==> src/rtl/alu_seq_ctrl.sv <==
// alu_seq_ctrl: accumulator sequencer driving an external 4-bit ALU, with LOAD and shift-and-add MUL.
module alu_seq_ctrl #(
    parameter int          DATA_W      = 4,
    parameter logic [3:0]  IDLE_SELECT = 4'h0
) (
    input  logic              clk,
    input  logic              reset,
    input  logic              cmd_valid,
    output logic              cmd_ready,
    input  logic [3:0]        cmd_op,
    input  logic [DATA_W-1:0] cmd_data,
    output logic [DATA_W-1:0] alu_x,
    output logic [DATA_W-1:0] alu_y,
    output logic [3:0]        alu_select,
    input  logic [DATA_W-1:0] alu_out,
    input  logic              alu_c_out,
    output logic [DATA_W-1:0] acc,
    output logic              carry,
    output logic              done,
    output logic              err,
    output logic              busy
);
    typedef enum logic [1:0] {IDLE, EXEC, MUL} state_t;
    state_t state, state_next;
    logic [3:0] op;
    logic [DATA_W-1:0] opr, m, p;
    logic [1:0] step;
    logic o, o_next, accept;
    logic [2*DATA_W-1:0] mshift;
    assign cmd_ready = state == IDLE;
    assign busy = ~cmd_ready;
    assign accept = cmd_valid && cmd_ready;
    assign mshift = {{DATA_W{1'b0}}, m} << step;
    // product overflows if a used partial loses bits or the running sum carries out
    assign o_next = o | (opr[step] & (alu_c_out | (|mshift[2*DATA_W-1:DATA_W])));

    always_ff @(posedge clk or posedge reset)
        if (reset) state <= IDLE;
        else state <= state_next;

    always_comb begin
        state_next = state;
        alu_x = acc;
        alu_y = '0;
        alu_select = IDLE_SELECT;
        case (state)
            IDLE: if (accept) state_next = (cmd_op == 4'hD) ? MUL : EXEC;
            EXEC: begin
                state_next = IDLE;
                if (op < 4'hC) begin
                    alu_y = opr;
                    alu_select = op;
                end
            end
            MUL: begin
                alu_x = p;
                alu_y = opr[step] ? mshift[DATA_W-1:0] : '0;
                alu_select = 4'h2;
                if (step == 2'd3) state_next = IDLE;
            end
            default: state_next = IDLE;
        endcase
    end

    always_ff @(posedge clk or posedge reset)
        if (reset) begin
            acc <= '0;
            carry <= 1'b0;
            done <= 1'b0;
            err <= 1'b0;
            op <= '0;
            opr <= '0;
            m <= '0;
            p <= '0;
            o <= 1'b0;
            step <= '0;
        end else begin
            done <= 1'b0;
            if (accept) begin
                op <= cmd_op;
                opr <= cmd_data;
                m <= acc;
                p <= '0;
                o <= 1'b0;
                step <= '0;
            end
            if (state == EXEC) begin
                done <= 1'b1;
                err <= &op[3:1];
                if (op < 4'hC) begin
                    acc <= alu_out;
                    carry <= ~op[3] & alu_c_out;
                end else if (op == 4'hC) begin
                    acc <= opr;
                    carry <= 1'b0;
                end
            end
            if (state == MUL) begin
                p <= alu_out;
                o <= o_next;
                step <= step + 2'd1;
                if (step == 2'd3) begin
                    acc <= alu_out;
                    carry <= o_next;
                    done <= 1'b1;
                    err <= 1'b0;
                end
            end
        end
endmodule

==> config.mk <==
export PLATFORM = sky130hd
export DESIGN_NAME = alu_seq_ctrl
export DESIGN_NICKNAME = d
export VERILOG_FILES = /design/src/rtl/alu_seq_ctrl.sv
export SDC_FILE = /design/constraint.sdc
export NUM_CORES = 1
export LEC_CHECK = 0
export CAP_MARGIN = 20
export CORE_UTILIZATION = 44
export CTS_CLUSTER_SIZE = 8
export DETAILED_ROUTE_END_ITERATION = 8
export PLACE_DENSITY = 0.75
export SYNTH_ARGS = -nofsm -noshare
export SYNTH_HDL_FRONTEND = slang
export SYNTH_SLANG_ARGS = --single-unit
==> constraint.sdc <==
create_clock -name clk -period 1.41 [get_ports clk]
set_clock_uncertainty 0.05 [all_clocks]
set_input_delay 0.282 -clock clk [delete_from_list [all_inputs] [get_ports clk]]
set_output_delay 0.282 -clock clk [all_outputs]
set_load 0.03 [all_outputs]
==> results of run 1 <==
synth_stat cells:
master and number:
a211oi_1 1, a21oi_1 8, a22o_1 5, a31oi_1 1, and2_1 3, and3_1 1, buf_2 2, buf_4 2
buf_6 1, clkbuf_1 3, dfrtp_1 28, ha_1 4, inv_1 5, mux2_1 4, mux2_2 13, mux2i_1 6
nand2_1 23, nand2_2 1, nand2b_1 3, nand3_1 2, nand4_1 1, nand4b_1 2, nor2_1 6, nor2b_1 2
nor3_1 2, nor3b_1 2, nor4_1 2, o21a_1 4, o21ai_0 6, o21ai_1 8, o22a_1 1, o2bb2ai_1 1
o31ai_1 1, or4b_1 1
through the flow:
stage | setup slack (ns) | setup TNS [ns]
6_report | -0.650 | -9.01
5_1_grt | -0.751 | -10.90
4_1_cts | -0.682 | -8.79
3_5_place_dp | -0.751 | -8.59
3_3_place_gp | -0.682 | -7.29
2_1_floorplan | -0.238 | -1.85
flip-flops by register name, indices dropped and copies added, names as in the netlist:
register  cells
acc           4
opr           4
carry         1
op            4
done          1
err           1
m             4
state         2
o             1
step          2
p             4
critical path, delay by kind of cell (launching register included):
kind | cells | cell delay, ns
AOI/OAI and AO/OA | 1 | 0.24
buffers and inverters | 1 | 0.13
DFF | 1 | 0.47
muxes | 2 | 0.38
and+or+nand+nor | 1 | 0.18
final timing paths:
| kind | from | end | slack [ns] | depth (start not counted) |
|---|---|---|---|---|
| hold / removal | reset | p[1]$_DFFE_PP0P_ | 0.23 | 3 |
| setup reg to reg | state[1]$_DFFE_PP0P_ | acc[0]$_DFF_PP0_ | -0.42 | 7 |
| setup / recovery | step[0]$_DFFE_PP0P_ | alu_y[3] | -0.65 | 5 |
| hold reg to reg | p[0]$_DFFE_PP0P_ | p[0]$_DFFE_PP0P_ | 0.48 | 2 |
| min in group clk | p[0]$_DFFE_PP0P_ | p[0]$_DFFE_PP0P_ | 0.48 | 2 |
| max in group asynchronous | reset | step[0]$_DFFE_PP0P_ | 0.91 | 3 |
power groups by stage:
stage               clock [W]  combinational, W  sequential [W]
floorplan                   0           0.00105         0.00141
finish               0.000391           0.00260         0.00119
global route         0.000435           0.00274         0.00121
global placement            0           0.00222         0.00118
detailed placement          0           0.00227         0.00119
CTS                  0.000409           0.00243         0.00117
layer usage:
metal | vias to the layer above | routed length [um] | share of wire [%]
li1 | 709 | - | -
met1 | 751 | 1990 | 40
met2 | 40 | 2670 | 54
met3 | 10 | 187 | 3.8
met4 | 0 | 96 | 1.9
met5 | - | 0 | 0
cell type report:
cell class	instances	area (um^2)
inverters	5	18.8
flip-flops and latches	28	702
clock buffers	4	36.3
well taps	46	57.6
multi-input cells	115	1070
repair buffers	81	783
fillers	191	667
layout by cell type (no fill, tap or decap), types with 3 or more instances in the layout:
cell type,netlist,final
o21ai_1,8,8
inv_2,0,3
a21oi_1,8,6
nand2_8,0,3
o21a_1,4,4
buf_6,1,25
nand2_1,23,15
mux2_2,13,8
mux2_4,0,8
nor2_1,6,3
ha_4,0,4
clkbuf_4,0,3
buf_4,2,34
mux2i_1,6,5
o21ai_2,0,4
nand2_2,1,3
clkdlybuf4s50_1,0,15
buf_12,0,3
nand2_4,0,4
dfrtp_1,28,27
kinds of logic after synthesis:
| family | Yosys count | share of synthesized area (%) |
|---|---|---|
| AOI/OAI and AO/OA | 36 | 14.4 |
| muxes | 23 | 16.3 |
| buffers and inverters | 13 | 4.29 |
| adders and majority gates | 4 | 3.24 |
| and+or+nand+nor | 51 | 16.4 |
| DFF | 28 | 45.4 |
timing repair:
action                                  in CTS  in global routing
resized for setup                           84                 29
setup buffers                                5                  2
gates cloned                                 0                  1
endpoints found under the setup margin      27                 44
pin swaps                                   10                  3
==> results.py, run 1 <==
metrics = {
    "logic_synthesis": {
        "synth.area.top_cells": "dfrtp_1 (45%), mux2_2 (9.5%), nand2_1 (5.6%)",
        "synthesis.nets": 175,
        "synth-seq-area-share_pct": 45.4,
        "syn_area_mm2": 0.00154,
        "yosysWarnings": 0,
        "syn_inst": 155,
        "synth_top_cell_area_share_pct": 45.4,
        "yosysTopAreaCell": "dfrtp_1",
        "synthDistinctLibCells": 34,
        "synth_area_per_cell_um2": 9.96,
        "ys_ff_latch": 28,
    },
    "die": {
        "die_area_mm2": 0.00375,
        "io_pins": 37,
        "core-area_mm2": 0.00334,
        "dieHeight_um": 61.2,
        "die_w_um": 61.2,
        "rows": 21,
        "initial_utilization_pct": 46.3,
    },
    "clock_tree": {
        "clk_latency_ns": 0.32,
        "hold_buffers": 0,
        "clkTransAtPathRegs_ns": 0.15,
        "cts_made_buffers": 3,
        "cts_max_level": 1,
        "clk_path_buf_depth": 2,
        "cts_tree": "built",
        "cts_root_buffer": "clkbuf_4",
        "cts.sinks": 28,
    },
    "drt": {
        "drt_pre_antenna_iters": 4,
        "drtAntennaViolNets": 0,
        "drc": 0,
        "wl_per_cell_um": 17.7,
        "vias_per_cell": 5.41,
        "drt-initial-drc-count": 49,
        "wl_um": 4940,
        "vias": 1510,
    },
    "power_and_ir_drop": {
        "power_w": 0.00418,
        "switchingPower_w": 0.00168,
        "ir_worst_vdd_v": 0.000836,
        "p_int_w": 0.00250,
        "combPwrFrac_pct": 62.3,
        "cellPowerDensity_mw_per_mm2": 1560,
        "p_sw_share_pct": 40.1,
        "p_seq_share_pct": 28.4,
        "cellLeakagePower_nw": 1.19,
        "clock_power_share_pct": 9.3,
    },
    "place": {
        "post_dp_cell_area_mm2": 0.00235,
        "numPortBuffers": 36,
        "place.gp.congestion": 0.860,
        "dp_cells": 270,
        "dpl.hpwl_um": 3270,
    },
    "grt": {
        "gr-total-overflow": 0,
        "use_met2_pct": 50.5,
        "grt_max_degree": 29,
        "busiest_layer": "met2",
        "grt_util_all_layers_pct": 26.9,
        "grt_pass1_vias": 1548,
        "use_met3_pct": 2.73,
        "antenna_found_initial": 0,
        "grt_pass1_wl_um": 7170,
        "globalRouteMet1Util_pct": 31.6,
    },
    "sta": {
        "hold_violations": 0,
        "setup_violations": 34,
        "worst_pin_slew_ns": 0.479,
        "finalMaxSlewViolations": 0,
        "rsz0062_at_grt": "true",
        "fin_crit_sh_pct": 146,
        "max_freq_ghz": 0.485,
        "period_minus_slack_ns": 2.06,
        "whs_ns": 0.228,
        "max-slew-margin-rel_pct": 68.0,
        "worst_slack_ns": -0.650,
    },
    "worst_setup_path": {
        "path_max_fanout": 4,
        "slowest_stage": "dfrtp_2",
        "crit_path_max_incr_delay_ns": 0.47,
        "crit_required_ns": 1.08,
        "crit_path_end_kind": "output port",
        "worst_ep_arrival_time_ns": 1.73,
        "worst-setup-path-type": "reg -> out",
        "crit_chain": "mux2i_2, mux2i_1, and3_1, a22o_2, buf_6",
        "crit_path_start_kind": "register",
    },
    "final_layout": {
        "post-route-util_pct": 80.0,
        "fin_cells": 279,
        "diodes": 0,
        "drive_gt1_share_pct": 54.5,
        "fin_area_mm2": 0.00267,
        "fin_nets": 254,
        "area_growth_pct": 72.9,
    },
    "min_path": {
        "hp-class": "in -> async",
    },
    "job": {
        "cap_violations": 0,
    },
    "run_status": {
        "status": "finished, violations left",
        "violations": "negative setup slack",
    },
}
(Power assumes the default switching activity.)
==> run 2: changes to the inputs <==
--- a/config.mk
+++ b/config.mk
@@ -9,7 +9,7 @@
 export CORE_UTILIZATION = 44
 export CTS_CLUSTER_SIZE = 8
 export DETAILED_ROUTE_END_ITERATION = 8
-export PLACE_DENSITY = 0.75
+export PLACE_DENSITY = 0.73
 export SYNTH_ARGS = -nofsm -noshare
 export SYNTH_HDL_FRONTEND = slang
 export SYNTH_SLANG_ARGS = --single-unit
==> run 2 against run 1 <==
  * The flow still finishes with violations (negative setup slack)
  * Critical path depth increased by 1
  * Clock-buffer cell count is 1 lower
  * Die area unchanged
  * Sequential power about the same
  * Critical path type unchanged
  * Via count up 4.1%
  * Clock power rose by 41%
  * First-iteration DRC count is 2.0% lower
==> results.py, run 2 (same netlist as run 1, synthesis figures left out) <==
metrics = {
    "worst_setup_path": {
        "worst_ep_arrival_time_ns": 1.77,
        "crit_path_start_kind": "register",
        "crit_required_ns": 1.08,
        "path_max_fanout": 4,
        "regToRegStartpoint": "state[1]$_DFFE_PP0P_",
        "r2r-end": "acc[0]$_DFF_PP0_",
        "worst-setup-path-type": "reg -> out",
        "critPathCapture": "alu_y[3]",
        "crit_path_end_kind": "output port",
        "crit_path_start": "step[0]$_DFFE_PP0P_",
        "reg2reg_depth": 8,
        "rrSetupSlack_ns": -0.46,
    },
    "run_status": {
        "status": "finished, violations left",
        "violations": "negative setup slack",
    },
    "sta": {
        "fin_crit_sh_pct": 149,
        "max_freq_ghz": 0.475,
        "max-slew-margin-rel_pct": 61.2,
        "rsz0062_at_grt": "true",
        "hold_violations": 0,
        "worst_slack_ns": -0.697,
        "finalMaxSlewViolations": 0,
        "period_minus_slack_ns": 2.11,
        "worst_pin_slew_ns": 0.577,
        "setup_violations": 35,
        "whs_ns": 0.193,
    },
    "place": {
        "numPortBuffers": 36,
        "place.gp.congestion": 0.909,
        "dpl.hpwl_um": 3280,
        "post_dp_cell_area_mm2": 0.00232,
    },
    "job": {
        "cap_violations": 0,
    },
    "final_layout": {
        "area_growth_pct": 78.7,
        "diodes": 0,
        "drive_gt1_share_pct": 55.0,
        "final_common_cell": "buf_6",
        "fin_nets": 259,
        "fin_area_mm2": 0.00276,
        "fillers": 188,
        "final_cell_mix": "buf_6 (35), buf_4 (32), dfrtp_1 (26), nand2_1 (17), clkdlybuf4s50_1 (15)",
        "post-route-util_pct": 82.7,
    },
    "power_and_ir_drop": {
        "cellLeakagePower_nw": 1.21,
        "cellPowerDensity_mw_per_mm2": 1630,
        "ir_worst_vdd_v": 0.00101,
    },
    "grt": {
        "grt_pass1_wl_um": 7470,
        "antenna_found_initial": 0,
        "grt_max_degree": 29,
        "grt_util_all_layers_pct": 28.4,
        "grt_pass1_vias": 1563,
        "gr-total-overflow": 0,
    },
    "clock_tree": {
        "cts_tree": "built",
        "cts_made_buffers": 3,
        "cts.sinks": 28,
        "clkTransAtPathRegs_ns": 0.16,
        "clk_latency_ns": 0.35,
        "cts_max_level": 1,
        "cts_root_buffer": "clkbuf_4",
        "clk_path_buf_depth": 2,
    },
    "drt": {
        "drc": 0,
        "drt-initial-drc-count": 48,
        "drt_pre_antenna_iters": 4,
        "vias_per_cell": 5.54,
        "drtAntennaViolNets": 0,
        "vias": 1572,
        "wl_per_cell_um": 18.8,
        "wl_um": 5330,
    },
    "die": {
        "dieHeight_um": 61.2,
        "initial_utilization_pct": 46.3,
        "die_w_um": 61.2,
        "io_pins": 37,
        "die_area_mm2": 0.00375,
        "rows": 21,
        "core-area_mm2": 0.00334,
    },
    "min_path": {
        "hp-class": "in -> async",
    },
}
run 2: cell count changes in the layout (fill, tap and decap cells not counted), sizes merged:
cell / before / now
clkdlybuf4s15: 1 / 2
clkbuf: 5 / 3
bufinv: 0 / 1
buf: 64 / 70
nand2: 25 / 24
run 2: cell type report:
type                    count  area (um^2)  share of cell area (%)
repair buffers             87          852                    30.9
clock inverters             1         30.0                    1.09
flip-flops and latches     28          703                    25.5
multi-input cells         114         1070                    39.0
clock buffers               3         22.5                   0.816
inverters                   5         18.8                   0.680
well taps                  46         57.6                    2.09
run 2: power breakdown:
part           total (W)  internal [W]  switching, W  leakage (nW)
registers        0.00120       0.00103      0.000166         0.340
clock network   0.000552      0.000288      0.000264        0.0279
logic            0.00275       0.00141       0.00134         0.842
run 2: how the worst min path moves through the flow:
stage	startpoint	endpoint	slack, ns	cells after the start
after floorplan	reset	acc[0]$_DFF_PP0_	0.30	1
after global placement	p[3]$_DFFE_PP0P_	p[3]$_DFFE_PP0P_	0.45	2
after detailed placement	p[0]$_DFFE_PP0P_	p[0]$_DFFE_PP0P_	0.47	2
after CTS	reset	p[0]$_DFFE_PP0P_	0.21	3
after global routing	reset	p[1]$_DFFE_PP0P_	0.21	3
final	reset	p[0]$_DFFE_PP0P_	0.19	3
run 2: stage by stage:
step,cells,setup TNS (ns),setup slack (ns),power (W)
2_1_floorplan,155,-1.85,-0.238,0.00246
3_3_place_gp,266,-8.18,-0.682,0.00338
3_5_place_dp,266,-9.51,-0.743,0.00344
4_1_cts,283,-9.84,-0.673,0.00429
5_1_grt,284,-12.16,-0.751,0.00469
6_report,284,-9.99,-0.697,0.00450
run 2: layer usage:
| metal | vias to the layer above | part of all wire [%] | wire length (um) | GRT usage, % |
|---|---|---|---|---|
| met5 | - | 0 | 0 | 0 |
| met4 | 0 | 4.8 | 255 | 13.6 |
| met3 | 21 | 2.9 | 155 | 3.15 |
| met2 | 48 | 54 | 2860 | 52.6 |
| met1 | 781 | 39 | 2050 | 32.3 |
| li1 | 722 | - | - | - |
run 2: critical path: stages (launching register included):
cell     delay, ns
dfrtp_2       0.48
buf_6         0.13
mux2_4        0.29
nand2_1       0.06
o21ai_1       0.06
a22o_2        0.26
buf_6         0.13
run 2: repair_timing:
item,in CTS,in global routing
pin swaps,16,12
hold buffers,0,0
setup buffers,13,4
setup endpoints to repair,29,27
gates resized for setup,96,28
==> run 3: changes to the inputs <==
--- a/config.mk
+++ b/config.mk
@@ -6,9 +6,11 @@
 export NUM_CORES = 1
 export LEC_CHECK = 0
 export CAP_MARGIN = 20
+export CORE_MARGIN = 10
 export CORE_UTILIZATION = 44
 export CTS_CLUSTER_SIZE = 8
 export DETAILED_ROUTE_END_ITERATION = 8
+export MAX_ROUTING_LAYER = met4
 export PLACE_DENSITY = 0.73
 export SYNTH_ARGS = -nofsm -noshare
 export SYNTH_HDL_FRONTEND = slang
==> run 3 against run 2 <==
  * Critical path type unchanged
  * The flow still finishes with violations (negative setup slack)
  * Utilization grew 4.9 points
  * Clock-buffer cell count is the same
  * Register-to-register slack gained 0.02 ns
  * Hold slack lost 0.0015 ns
  * Largest power group unchanged
  * Final cell count grew 3.2%
  * Global-route usage shrank 9.8 points
  * First-iteration DRC count grew to 3.6 times the previous value
==> results.py, run 3 (same netlist as run 1, synthesis figures left out) <==
metrics = {
    "final_layout": {
        "final_cell_mix": "buf_6 (40), buf_4 (35), dfrtp_1 (27), mux2_4 (17), clkdlybuf4s50_1 (15)",
        "fin_area_mm2": 0.00295,
        "drive_gt1_share_pct": 62.8,
        "diodes": 0,
        "area_growth_pct": 90.8,
        "final_common_cell": "buf_6",
        "fin_nets": 268,
    },
    "die": {
        "io_pins": 37,
        "die_w_um": 79.2,
        "die_area_mm2": 0.00628,
        "dieHeight_um": 79.2,
        "rows": 21,
        "initial_utilization_pct": 45.9,
        "core-area_mm2": 0.00336,
    },
    "worst_setup_path": {
        "slowest_stage": "dfrtp_1",
        "worst-setup-path-type": "reg -> out",
        "worst-path-buf-inv": 3,
        "crit_path_start": "state[1]$_DFFE_PP0P_",
        "crit_path_max_incr_delay_ns": 0.45,
        "crit_path_start_kind": "register",
        "path_max_fanout": 3,
        "crit_path_end_kind": "output port",
        "crit_required_ns": 1.08,
        "crit_chain": "inv_2, ha_4, nand2_8, nor2_4, buf_4, a22o_2, buf_6",
        "regToRegStartpoint": "state[1]$_DFFE_PP0P_",
        "critPathTopFamily": "flip-flops",
        "worst_ep_arrival_time_ns": 1.82,
    },
    "job": {
        "cap_violations": 0,
    },
    "place": {
        "post_dp_cell_area_mm2": 0.00235,
        "numPortBuffers": 36,
        "place.gp.congestion": 0.889,
        "dpl.hpwl_um": 3610,
    },
    "power_and_ir_drop": {
        "p_seq_share_pct": 25.3,
        "cellPowerDensity_mw_per_mm2": 1610,
        "cellLeakagePower_nw": 1.33,
        "p_sw_share_pct": 40.2,
        "combPwrFrac_pct": 63.1,
        "switchingPower_w": 0.00191,
        "power_w": 0.00475,
        "clock_power_share_pct": 11.6,
        "ir_worst_vdd_v": 0.00102,
        "p_int_w": 0.00284,
    },
    "drt": {
        "wl_per_cell_um": 23.1,
        "drtAntennaViolNets": 0,
        "wl_um": 6760,
        "drt-initial-drc-count": 175,
        "drc": 0,
        "vias": 1668,
        "drt_pre_antenna_iters": 4,
        "vias_per_cell": 5.69,
    },
    "sta": {
        "hold_violations": 0,
        "worst_pin_slew_ns": 0.524,
        "finalMaxSlewViolations": 0,
        "rsz0062_at_grt": "true",
        "fin_crit_sh_pct": 152,
        "worst_slack_ns": -0.739,
        "period_minus_slack_ns": 2.15,
        "max_freq_ghz": 0.465,
        "setup_violations": 38,
        "max-slew-margin-rel_pct": 64.7,
    },
    "grt": {
        "gr-total-overflow": 0,
        "grt_pass1_vias": 1768,
        "antenna_found_initial": 0,
        "grt_util_all_layers_pct": 18.5,
        "grt_max_degree": 29,
        "grt_pass1_wl_um": 9040,
    },
    "min_path": {
        "hp-class": "in -> async",
    },
    "run_status": {
        "violations": "negative setup slack",
        "status": "finished, violations left",
    },
    "clock_tree": {
        "clk_path_buf_depth": 2,
        "clk_latency_ns": 0.35,
        "cts_tree": "built",
        "cts.sinks": 28,
        "cts_made_buffers": 3,
        "cts_root_buffer": "clkbuf_4",
        "clkTransAtPathRegs_ns": 0.16,
        "cts_max_level": 1,
    },
}
## run 3: final cells by class
class | count | area (um^2)
Clock buffer | 3 | 22.5
Clock inverter | 1 | 30.0
Fill cell | 156 | 417
Inverter | 5 | 18.8
Multi-Input combinational cell | 115 | 1190
Sequential cell | 28 | 702
Tap cell | 46 | 57.6
Timing Repair Buffer | 95 | 930
## run 3: final timing paths
path	end	cells past startpoint	slack [ns]
max in group asynchronous	step[0]$_DFFE_PP0P_	3	0.93
setup / recovery	alu_y[2]	7	-0.74
setup reg to reg	acc[0]$_DFF_PP0_	7	-0.44
hold / removal	err$_DFF_PP0_	3	0.19
hold reg to reg	p[1]$_DFFE_PP0P_	2	0.50
min in group clk	p[0]$_DFFE_PP0P_	3	0.48
## run 3: what timing repair did
action / 4_1_cts / 5_1_grt
resized for setup: 97 / 55
setup buffers: 18 / 3
endpoints found under the hold margin: 0 / 0
hold buffers: 0 / 0
gates cloned: 0 / 1
endpoints found under the setup margin: 26 / 45
pin swaps: 16 / 9
## run 3: per-stage QoR
step / hold WS [ns] / TNS, ns / utilization, % / worst slack, ns / cells
2_1_floorplan: 0.297 / -1.85 / - / -0.238 / 155
3_3_place_gp: 0.453 / -7.63 / 69.9 / -0.715 / 270
3_5_place_dp: 0.473 / -9.14 / 69.9 / -0.761 / 270
4_1_cts: 0.208 / -9.49 / 80.8 / -0.701 / 290
5_1_grt: 0.238 / -12.32 / 87.6 / -0.787 / 293
6_report: 0.192 / -10.88 / 87.6 / -0.739 / 293
## run 3: layer usage
layer  global-route usage, %  wire length [um]  up-vias
li1                        -                 -      732
met1                    19.6              2560      845
met2                    33.6              3600       64
met3                    3.04               310       27
met4                    7.17               283        0
met5                       -                 0        -
## run 3: power by group through the flow
| stage | Combinational [W] | Sequential, W | Clock [W] |
|---|---|---|---|
| floorplan | 0.00105 | 0.00141 | 0 |
| global placement | 0.00225 | 0.00117 | 0 |
| detailed placement | 0.00229 | 0.00119 | 0 |
| CTS | 0.00257 | 0.00117 | 0.000542 |
| global route | 0.00313 | 0.00123 | 0.000578 |
| finish | 0.00300 | 0.00120 | 0.000551 |
## run 3: worst min-delay path, delay by kind of cell
family / cells / cell delay [ns]
buffers and inverters: 3 / 0.68
